==> src/rtl/onchip_mem_copy_master.sv <==
// Avalon-MM master for a single-port on-chip RAM (read latency 1).
// Copies a block from one word address to another, or fills a block with a constant pattern.
module onchip_mem_copy_master #(
    parameter int ADDR_W = 10,
    parameter int DATA_W = 32,
    parameter int LEN_W  = 11
) (
    input  logic                clk,
    input  logic                reset_n,
    input  logic                start,
    input  logic                mode,
    input  logic [ADDR_W-1:0]   src_addr,
    input  logic [ADDR_W-1:0]   dst_addr,
    input  logic [LEN_W-1:0]    len,
    input  logic [DATA_W-1:0]   fill_data,
    input  logic                pause,
    output logic                busy,
    output logic                done,
    output logic [LEN_W-1:0]    xfer_count,
    output logic [ADDR_W-1:0]   address,
    output logic [DATA_W/8-1:0] byteenable,
    output logic                chipselect,
    output logic                write,
    output logic [DATA_W-1:0]   writedata,
    output logic                clken,
    input  logic [DATA_W-1:0]   readdata
);

    // state | meaning
    // IDLE  | waiting for start
    // RD    | read access at src pointer
    // LAT   | no access; capture readdata into buf
    // WR    | write buf to dst pointer
    // FW    | write fill pattern to dst pointer
    // FIN   | command finished; done pulses on the following cycle
    typedef enum logic [2:0] {
        S_IDLE, S_RD, S_LAT, S_WR, S_FW, S_FIN
    } state_t;

    localparam int BE_W = DATA_W / 8;
    localparam logic [LEN_W-1:0] MAX_LEN = LEN_W'(1 << ADDR_W);

    logic [1:0] rst_sync_q;
    logic       rst_int_n;

    state_t              state_q, state_d;
    logic                act_q, act_d;
    logic [ADDR_W-1:0]   src_q, src_d, dst_q, dst_d;
    logic [LEN_W-1:0]    rem_q, rem_d, cnt_q, cnt_d;
    logic [DATA_W-1:0]   fill_q, fill_d, buf_q, buf_d;
    logic                busy_q, busy_d, done_q, done_d;
    logic                cs_q, cs_d, we_q, we_d, clken_q, clken_d;
    logic [ADDR_W-1:0]   addr_q, addr_d;
    logic [DATA_W-1:0]   wdata_q, wdata_d;
    logic [BE_W-1:0]     be_q, be_d;

    always_ff @(posedge clk or negedge reset_n) begin
        if (!reset_n) rst_sync_q <= '0;
        else          rst_sync_q <= {rst_sync_q[0], 1'b1};
    end
    assign rst_int_n = rst_sync_q[1];

    // act_q says whether the current state's action really happens this cycle;
    // it is cleared for cycles in which pause was sampled high.
    always_comb begin
        state_d = state_q;
        src_d   = src_q;
        dst_d   = dst_q;
        rem_d   = rem_q;
        cnt_d   = cnt_q;
        fill_d  = fill_q;
        buf_d   = buf_q;
        case (state_q)
            S_IDLE: begin
                if (start) begin
                    src_d  = src_addr;
                    dst_d  = dst_addr;
                    fill_d = fill_data;
                    cnt_d  = '0;
                    rem_d  = (len > MAX_LEN) ? MAX_LEN : len;
                    if (len == '0)  state_d = S_FIN;
                    else if (mode)  state_d = S_FW;
                    else            state_d = S_RD;
                end
            end
            S_RD: if (act_q) state_d = S_LAT;
            S_LAT: begin
                if (act_q) begin
                    buf_d   = readdata;
                    state_d = S_WR;
                end
            end
            S_WR: begin
                if (act_q) begin
                    src_d   = src_q + ADDR_W'(1);
                    dst_d   = dst_q + ADDR_W'(1);
                    cnt_d   = cnt_q + LEN_W'(1);
                    rem_d   = rem_q - LEN_W'(1);
                    state_d = (rem_q == LEN_W'(1)) ? S_FIN : S_RD;
                end
            end
            S_FW: begin
                if (act_q) begin
                    dst_d   = dst_q + ADDR_W'(1);
                    cnt_d   = cnt_q + LEN_W'(1);
                    rem_d   = rem_q - LEN_W'(1);
                    state_d = (rem_q == LEN_W'(1)) ? S_FIN : S_FW;
                end
            end
            S_FIN:   state_d = S_IDLE;
            default: state_d = S_IDLE;
        endcase
    end

    always_comb begin
        act_d   = !(pause && (state_d inside {S_RD, S_LAT, S_WR, S_FW}));
        cs_d    = act_d && (state_d inside {S_RD, S_WR, S_FW});
        we_d    = cs_d && (state_d != S_RD);
        addr_d  = '0;
        wdata_d = '0;
        if (cs_d) addr_d = (state_d == S_RD) ? src_d : dst_d;
        if (we_d) wdata_d = (state_d == S_FW) ? fill_d : buf_d;
        be_d    = cs_d ? '1 : '0;
        clken_d = act_d;
        busy_d  = (state_d != S_IDLE);
        done_d  = (state_q == S_FIN);
    end

    always_ff @(posedge clk or negedge rst_int_n) begin
        if (!rst_int_n) begin
            state_q <= S_IDLE;
            act_q   <= 1'b0;
            src_q   <= '0;
            dst_q   <= '0;
            rem_q   <= '0;
            cnt_q   <= '0;
            fill_q  <= '0;
            buf_q   <= '0;
            busy_q  <= 1'b0;
            done_q  <= 1'b0;
            cs_q    <= 1'b0;
            we_q    <= 1'b0;
            clken_q <= 1'b0;
            addr_q  <= '0;
            wdata_q <= '0;
            be_q    <= '0;
        end else begin
            state_q <= state_d;
            act_q   <= act_d;
            src_q   <= src_d;
            dst_q   <= dst_d;
            rem_q   <= rem_d;
            cnt_q   <= cnt_d;
            fill_q  <= fill_d;
            buf_q   <= buf_d;
            busy_q  <= busy_d;
            done_q  <= done_d;
            cs_q    <= cs_d;
            we_q    <= we_d;
            clken_q <= clken_d;
            addr_q  <= addr_d;
            wdata_q <= wdata_d;
            be_q    <= be_d;
        end
    end

    assign busy       = busy_q;
    assign done       = done_q;
    assign xfer_count = cnt_q;
    assign address    = addr_q;
    assign byteenable = be_q;
    assign chipselect = cs_q;
    assign write      = we_q;
    assign writedata  = wdata_q;
    assign clken      = clken_q;

endmodule

==> config.mk <==
export PLATFORM = sky130hd
export DESIGN_NAME = onchip_mem_copy_master
export DESIGN_NICKNAME = d
export VERILOG_FILES = /design/src/rtl/onchip_mem_copy_master.sv
export SDC_FILE = /design/constraint.sdc
export NUM_CORES = 1
export LEC_CHECK = 0
export BUFFER_PORTS_ARGS = -buffer_cell sky130_fd_sc_hd__buf_2
export CORE_AREA = 2 2 159 161
export DETAILED_ROUTE_END_ITERATION = 8
export DIE_AREA = 0 0 161 163
export PLACE_DENSITY = 0.59
export SKIP_LAST_GASP = 1
export SLEW_MARGIN = 15
export SYNTH_ARGS = -nofsm -noshare
export SYNTH_HDL_FRONTEND = slang
export SYNTH_SLANG_ARGS = --single-unit
==> constraint.sdc <==
create_clock -name clk -period 5.35 [get_ports clk]
set_input_delay 0.535 -clock clk [delete_from_list [all_inputs] [get_ports clk]]
set_output_delay 0.535 -clock clk [all_outputs]
set_load 0.02 [all_outputs]
==> results of run 1 <==
## cell type report
| cell class | count | area share |
|---|---|---|
| Antenna cell | 1 | 0.000280 |
| Sequential cell | 158 | 0.443 |
| Clock inverter | 15 | 0.0214 |
| Inverter | 9 | 0.00378 |
| Clock buffer | 17 | 0.0476 |
| Multi-Input combinational cell | 484 | 0.340 |
| Tap cell | 330 | 0.0462 |
| Timing Repair Buffer | 169 | 0.0972 |
## registers in the layout, summed over array words and instances (netlist names)
register	count
xfer_count	11
state_q	3
busy	1
done	1
buf_q	32
clken	1
byteenable	1
src_q	10
address	10
fill_q	32
dst_q	10
rem_q	11
writedata	32
rst_sync_q	2
write	1
## placed cells by master, fill, tap and decap left out, types with 7 or more instances in the layout
master / count
nand4_1: 8
o21ai_0: 33
nand3_1: 10
mux2_1: 7
nor3_1: 12
buf_4: 7
nor2_1: 74
inv_1: 9
dfrtp_1: 157
nand2_1: 140
buf_2: 161
clkbuf_16: 17
o211ai_1: 8
or3_1: 9
mux2_2: 26
a21oi_1: 22
a22oi_2: 30
## how the worst min path moves through the flow
stage,startpoint,end,slack (ns),cells after the start
2_1_floorplan,reset_n,rst_sync_q[0],0.24,0
3_3_place_gp,reset_n,rst_sync_q[0],0.32,1
3_5_place_dp,reset_n,rst_sync_q[0],0.32,1
4_1_cts,pause,clken,0.32,2
5_1_grt,pause,clken,0.33,2
6_report,fill_data[6],fill_q[6],0.34,3
## routing by layer
layer	share of wire	track usage	routed length, um
met5	0	0	0
met4	0.0070	0.0333	130
met3	0.051	0.0379	946
met2	0.48	0.244	8970
met1	0.46	0.191	8620
## worst max-delay path, cell delays in order (launching register included)
cell     delay (ns)
dfrtp_1        0.64
or4b_2         1.11
or3_4          0.54
and3_2         0.21
buf_4          0.28
a22oi_1        0.22
nor2_1         0.06
## power by group
| group | internal, W | switching (W) | leakage, nW | total [W] |
|---|---|---|---|---|
| clock network | 0.000676 | 0.000578 | 0.298 | 0.00125 |
| registers | 0.00167 | 0.000296 | 2.01 | 0.00197 |
| logic | 0.000805 | 0.00136 | 1.99 | 0.00216 |
| total | 0.00315 | 0.00223 | 4.30 | 0.00539 |
## cell usage after synthesis (6+ instances only)
master	count
dfrtp_1	158
nand2_1	140
nor2_1	74
o21ai_0	33
a22oi_2	30
mux2_2	26
a21oi_1	22
buf_2	13
clkbuf_1	13
nor3_1	12
nand3_1	10
buf_6	9
inv_1	9
or3_1	9
buf_4	8
nand4_1	8
o211ai_1	8
mux2_1	7
and4_1	6
xor2_1	6
## what timing repair did
action                    in CTS  in global routing
hold buffers                   1                  0
setup buffers                  0                  0
hold endpoints to repair       2                  0
## cells by family (layout without fill, tap and decap cells)
kind of cell	Yosys count	in the layout	synth area share
other cells	1	2	0.000515
compound gates	130	130	0.140
flops	158	158	0.542
mux	34	34	0.0524
fa+ha+maj	5	5	0.00858
buf+inv	54	210	0.0434
xor+xnor	6	6	0.00721
simple gates	308	308	0.205
## metrics by stage
stage	util	power (W)	std cells
6_report	0.362	0.00539	1183
5_1_grt	0.362	0.00579	1182
4_1_cts	0.362	0.00546	1182
3_5_place_dp	0.337	0.00418	1149
3_3_place_gp	0.337	0.00414	1149
2_1_floorplan	-	0.00365	696
==> results_dict.tcl, run 1 <==
set metrics [dict create \
    grt_max_degree 62 \
    gp_congestion 0.807 \
    n_fill_cell 2542 \
    postLayoutCellArea_mm2 0.00893 \
    die_y_um 163 \
    avgRoutedWirePerCell_um 15.8 \
    post_cts_resize_count 0 \
    post-route-min-period_ns 3.21 \
    synth_edf_count 0 \
    fp.dieW_um 161 \
    first_global_vias 5590 \
    crit_fanout 38 \
    clk_path_buf_depth 2 \
    num-nets-final 944 \
    syn_area_mm2 0.00729 \
    ff2ff_path_depth 6 \
    avgViaCountPerCell 4.77 \
    period_share 0.600 \
    r2r-end "writedata[31]" \
    max_freq_mhz 312 \
    wl_um 18700 \
    drc 0 \
    rsz0062_at_grt "false" \
    finalSetupViolations 0 \
    startpoint_type "flop" \
    p_leak_nw 4.30 \
    cp.arrival_ns 3.51 \
    critPathKind "flop to flop" \
    slew_headroom 0.426 \
    final_antenna_net_count 0 \
    hold_viol_final 0 \
    status "finished clean" \
    multi_input_area_mm2 0.00304 \
    synth_area_per_cell_um2 10.5 \
    synth-main-ff-cell "dfrtp_1" \
    r2r_start "state_q[0]" \
    cp.required_ns 5.65 \
    die_area_mm2 0.0262 \
    ios 162 \
    crit_path_end "writedata[31]" \
    grt.overflow.total 0 \
    yosysSeqAreaShare 0.542 \
    syn_nets 801 \
    ir_worst_vdd_v 0.000253 \
    timing.final.ws_setup_ns 2.14 \
    firstDrtPassIters 5 \
    grt_usage 0.146 \
    hp-class "primary input to flop" \
    cp-end-kind "flop" \
    core_mm2 0.0247 \
    cts_root_buf "clkbuf_16" \
    syn_inst 696 \
    synth_top_area_share 0.542 \
    place_hpwl_um 12600 \
    placedInstanceArea_mm2 0.00830 \
    grt_pass1_wl_um 30000 \
    insertion_delay_ns 0.43 \
    syn_to_final_growth_pct 22.6 \
    startpoint "state_q[0]" \
    max_cap_violations 0 \
    drv_slew 0 \
    powerDensity_mw_per_mm2 603 \
    async_flop_share 1.00 \
    final.setup.tns_ns 0 \
    clk_pin_slew_ns 0.08 \
    drive_gt1_frac 0.322 \
    dp_slack_ns 2.06 \
    routed-via-count 5648 \
    h-tree-depth 4 \
    cts_tree "built" \
    synth_warnings 0 \
    synth_cell_types 65 \
    portBuffers 161 \
    worstMarginPinSlew_ns 0.861 \
    rows 58 \
    drtIter0Drc 298 \
    cts.sinks 158 \
    synth.area.top_cells "dfrtp_1 54%, nand2_1 7.2%, a22oi_2 5.2%" \
    start_util 0.295 \
    ff_latch_area_mm2 0.00396 \
    whs_ns 0.337 \
    cts_buffers 17 \
    yosys.area.top_type "dfrtp_1" \
    grt_antenna_before_repair 1 \
    skew_ns 0.0180 \
    reg2reg_slack_ns 2.14 \
    yosys_register_bits 158 \
]
No activity file was read; power rests on OpenSTA's default activity.
==> run 2: changes to the inputs <==
==> constraint.sdc (replaced) <==
create_clock -name clk -period 3.25 [get_ports clk]
set_input_delay 0.325 -clock clk [delete_from_list [all_inputs] [get_ports clk]]
set_output_delay 0.325 -clock clk [all_outputs]
set_load 0.02 [all_outputs]
==> results_dict.tcl, run 2 (synthesis results as in run 1) <==
set metrics [dict create \
    post_cts_resize_count 0 \
    period_share 0.892 \
    skew_ns 0.0198 \
    final_antenna_net_count 0 \
    drv_slew 0 \
    powerDensity_mw_per_mm2 991 \
    ff_latch_area_mm2 0.00396 \
    slew_headroom 0.306 \
    grt_pass1_wl_um 31300 \
    clk_path_buf_depth 2 \
    reg2reg_slack_ns 0.35 \
    finalSetupViolations 0 \
    cts_root_buf "clkbuf_16" \
    critPathTopFamily "simple AND/OR/NAND/NOR gates" \
    die_area_mm2 0.0262 \
    status "finished clean" \
    ir_worst_vdd_v 0.000372 \
    crit_buf_inv 0 \
    cts_tree "built" \
    start_util 0.295 \
    grt_antenna_before_repair 1 \
    final_common_cell "buf_2" \
    postLayoutCellArea_mm2 0.00898 \
    routed-via-count 5700 \
    cp.required_ns 3.61 \
    grt_max_degree 82 \
    avgRoutedWirePerCell_um 16.1 \
    avgViaCountPerCell 4.79 \
    insertion_delay_ns 0.44 \
    cp-end-kind "flop" \
    whs_ns 0.114 \
    final.setup.tns_ns 0 \
    critPathKind "flop to flop" \
    grt_usage 0.153 \
    firstDrtPassIters 4 \
    worstMarginPinSlew_ns 1.04 \
    dp_slack_ns 0.341 \
    p_leak_nw 4.33 \
    max_cap_violations 0 \
    wl_um 19200 \
    clk_pin_slew_ns 0.08 \
    crit_chain "mux2i_1 -> a31oi_1 -> o21ai_0 -> and3_2 -> a22oi_1 -> nor2_1" \
    rsz0062_at_grt "false" \
    hold_viol_final 0 \
    multi_input_area_mm2 0.00304 \
    ios 162 \
    cts.sinks 158 \
    crit_fanout 32 \
    slowest_stage "and3_2" \
    portBuffers 161 \
    rows 58 \
    syn_to_final_growth_pct 23.3 \
    drtIter0Drc 344 \
    h-tree-depth 4 \
    die_y_um 163 \
    timing.final.ws_setup_ns 0.352 \
    cp.arrival_ns 3.25 \
    cts_buffers 17 \
    cpPeakStageDelay_ns 0.94 \
    max_freq_mhz 345 \
    place_hpwl_um 12900 \
    drc 0 \
    post-route-min-period_ns 2.90 \
    drive_gt1_frac 0.329 \
    startpoint_type "flop" \
    grt.overflow.total 0 \
    num-nets-final 952 \
    gp_congestion 0.829 \
    placedInstanceArea_mm2 0.00838 \
    first_global_vias 5803 \
    fp.dieW_um 161 \
    totalPowerFinal_w 0.00890 \
    layout_common_cells "161 x buf_2, 157 x dfrtp_1, 140 x nand2_1, 74 x nor2_1, 33 x o21ai_0" \
    n_fill_cell 2516 \
    hp-class "primary input to flop" \
    core_mm2 0.0247 \
]
-- run 2: cell count changes in the layout (fill, tap and decap cells not counted) --
cell,delta
inv_6,-1
clkinv_4,+1
bufinv_16,-1
buf_4,+7
buf_12,+1
nand2b_1,-1
nand2b_2,+1
clkinvlp_4,+1
-- run 2: power breakdown --
part | internal, W | leakage, nW | switching (W) | total (W)
logic | 0.00139 | 2.03 | 0.00234 | 0.00372
clock network | 0.00103 | 0.283 | 0.000957 | 0.00199
registers | 0.00276 | 2.01 | 0.000431 | 0.00319
total | 0.00518 | 4.33 | 0.00373 | 0.00890
-- run 2: area by class of cell --
cell class                 count  area share
sequential                   158       0.440
multi-input combinational    484       0.339
timing repair buffer         177       0.105
clock buffer                  17      0.0473
tap                          330      0.0460
clock inverter                15      0.0188
inverter                       9     0.00376
antenna                        1    0.000279
-- run 2: routing by layer --
metal / track usage / vias to the layer above / part of all wire
met5: 0 / - / 0
met4: 0.0434 / 0 / 0.014
met3: 0.0374 / 16 / 0.047
met2: 0.251 / 151 / 0.48
met1: 0.200 / 2784 / 0.46
li1: - / 2749 / -
-- run 2: final timing paths --
kind,start,to,cells after the start
setup / recovery,clken,writedata[31],6
hold / removal,fill_data[24],fill_q[24],3
setup reg to reg,clken,writedata[31],6
hold reg to reg,rst_sync_q[1],writedata[25],0
max in group asynchronous,rst_sync_q[1],fill_q[13],1
min in group asynchronous,reset_n,rst_sync_q[1],2
-- run 2: metrics by stage --
stage	std cells	utilization
after floorplan	696	-
after global placement	1157	0.340
after detailed placement	1157	0.340
after CTS	1190	0.364
after global routing	1190	0.364
final	1191	0.364
-- run 2: worst register-to-register path: cells and delay by family (launching register included) --
kind            cells  cell delay, ns
compound gates      3            0.78
flops               1            0.72
simple gates        2            1.10
mux                 1            0.25
-- run 2: repair_timing --
| action | in CTS | in global routing |
|---|---|---|
| setup endpoints to repair | 0 | 0 |
| hold buffers | 1 | 0 |
| setup buffers | 0 | 0 |
| endpoints found under the hold margin | 2 | 0 |
==> run 3: changes to the inputs <==
--- a/config.mk
+++ b/config.mk
@@ -10,6 +10,7 @@
 export DETAILED_ROUTE_END_ITERATION = 8
 export DIE_AREA = 0 0 161 163
 export PLACE_DENSITY = 0.59
+export REMOVE_ABC_BUFFERS = 1
 export SKIP_LAST_GASP = 1
 export SLEW_MARGIN = 15
 export SYNTH_ARGS = -nofsm -noshare
==> results_dict.tcl, run 3 (synthesis results as in run 1) <==
set metrics [dict create \
    cts_root_buf "clkbuf_16" \
    start_util 0.295 \
    ff2ff_path_depth 7 \
    final_common_cell "buf_2" \
    holdPathStages 2 \
    dp_slack_ns 0.537 \
    drtIter0Drc 361 \
    portBuffers 161 \
    grt_pass1_wl_um 31900 \
    final.setup.tns_ns 0 \
    firstDrtPassIters 4 \
    clk_path_buf_depth 2 \
    timing.final.ws_setup_ns 0.515 \
    core_mm2 0.0247 \
    post-route-min-period_ns 2.74 \
    critPathKind "flop to flop" \
    drive_gt1_frac 0.328 \
    cts.sinks 158 \
    max_freq_mhz 366 \
    cp-end-kind "flop" \
    cp.arrival_ns 3.09 \
    drc 0 \
    clk_pin_slew_ns 0.07 \
    grt_antenna_before_repair 1 \
    layout_common_cells "161 x buf_2, 157 x dfrtp_1, 140 x nand2_1, 74 x nor2_1, 33 x o21ai_0" \
    syn_to_final_growth_pct 23.3 \
    insertion_delay_ns 0.43 \
    die_area_mm2 0.0262 \
    multi_input_area_mm2 0.00304 \
    cts_buffers 17 \
    finalSetupViolations 0 \
    grt_max_degree 85 \
    hold_viol_final 0 \
    grt.overflow.total 0 \
    ios 162 \
    drv_slew 0 \
    status "finished clean" \
    h-tree-depth 4 \
    first_global_vias 5962 \
    cts_tree "built" \
    crit_fanout 20 \
    worstMarginPinSlew_ns 0.745 \
    final_antenna_net_count 0 \
    hp-class "primary input to flop" \
    period_share 0.842 \
    avgRoutedWirePerCell_um 16.6 \
    die_y_um 163 \
    postLayoutCellArea_mm2 0.00899 \
    max_cap_violations 0 \
    slew_headroom 0.503 \
    reg2reg_slack_ns 0.51 \
    ir_worst_vdd_v 0.000392 \
    gp_congestion 0.858 \
    place_hpwl_um 13200 \
    wl_um 19800 \
    grt_usage 0.155 \
    avgViaCountPerCell 4.82 \
    p_leak_nw 4.33 \
    rows 58 \
    powerDensity_mw_per_mm2 999 \
    startpoint_type "flop" \
    placedInstanceArea_mm2 0.00840 \
    num-nets-final 952 \
    ff_latch_area_mm2 0.00396 \
    rsz0062_at_grt "false" \
    skew_ns 0.0143 \
    cp.required_ns 3.60 \
    routed-via-count 5739 \
    n_fill_cell 2518 \
    fp.dieW_um 161 \
]
==> run 3: path summary, 6_finish.rpt <==
kind                                from             to
max                                clken  writedata[23]
min                                pause          clken
max reg2reg                        clken  writedata[23]
min reg2reg                rst_sync_q[1]     fill_q[10]
max in group asynchronous  rst_sync_q[1]  xfer_count[1]
min in group asynchronous        reset_n  rst_sync_q[1]
==> run 3: report_power, final <==
part	switching, W	leakage, nW	internal, W	total, W
Sequential	0.000404	2.01	0.00276	0.00316
Combinational	0.00241	2.04	0.00143	0.00384
Clock	0.000891	0.277	0.00109	0.00198
==> run 3: repair_timing <==
item                                    in CTS  in global routing
endpoints found under the hold margin        2                  0
hold buffers                                 1                  0
endpoints found under the setup margin       0                  0
resized for setup                            0                  0
setup buffers                                0                  0
==> run 3: per-layer routing <==
| metal | track usage | wire, um |
|---|---|---|
| met2 | 0.256 | 9380 |
| met4 | 0.0430 | 235 |
| met5 | 0 | 0 |
| met1 | 0.197 | 8810 |
| met3 | 0.0507 | 1390 |
==> run 3: area by class of cell <==
type                    count  share of cell area
diodes                      1            0.000278
repair buffers            177               0.107
well taps                 330              0.0459
clock inverters            13              0.0146
inverters                   9             0.00376
flip-flops and latches    158               0.440
clock buffers              19              0.0493
multi-input cells         484               0.338
==> run 3: critical path, stage by stage, from the launching register on <==
cell,delay [ns]
dfrtp_1,0.74
mux2i_1,0.25
a31oi_1,0.12
o21ai_0,0.46
and3_2,0.66
buf_12,0.25
a22oi_2,0.06
nor2_1,0.11
==> run 3: stage by stage <==
stage,power (W),utilization,instances,hold slack [ns]
after floorplan,0.00574,-,651,0.0294
after global placement,0.00700,0.341,1157,0.111
after detailed placement,0.00708,0.341,1157,0.114
after CTS,0.00911,0.364,1190,0.106
after global routing,0.00964,0.364,1190,0.117
final,0.00898,0.364,1191,0.127
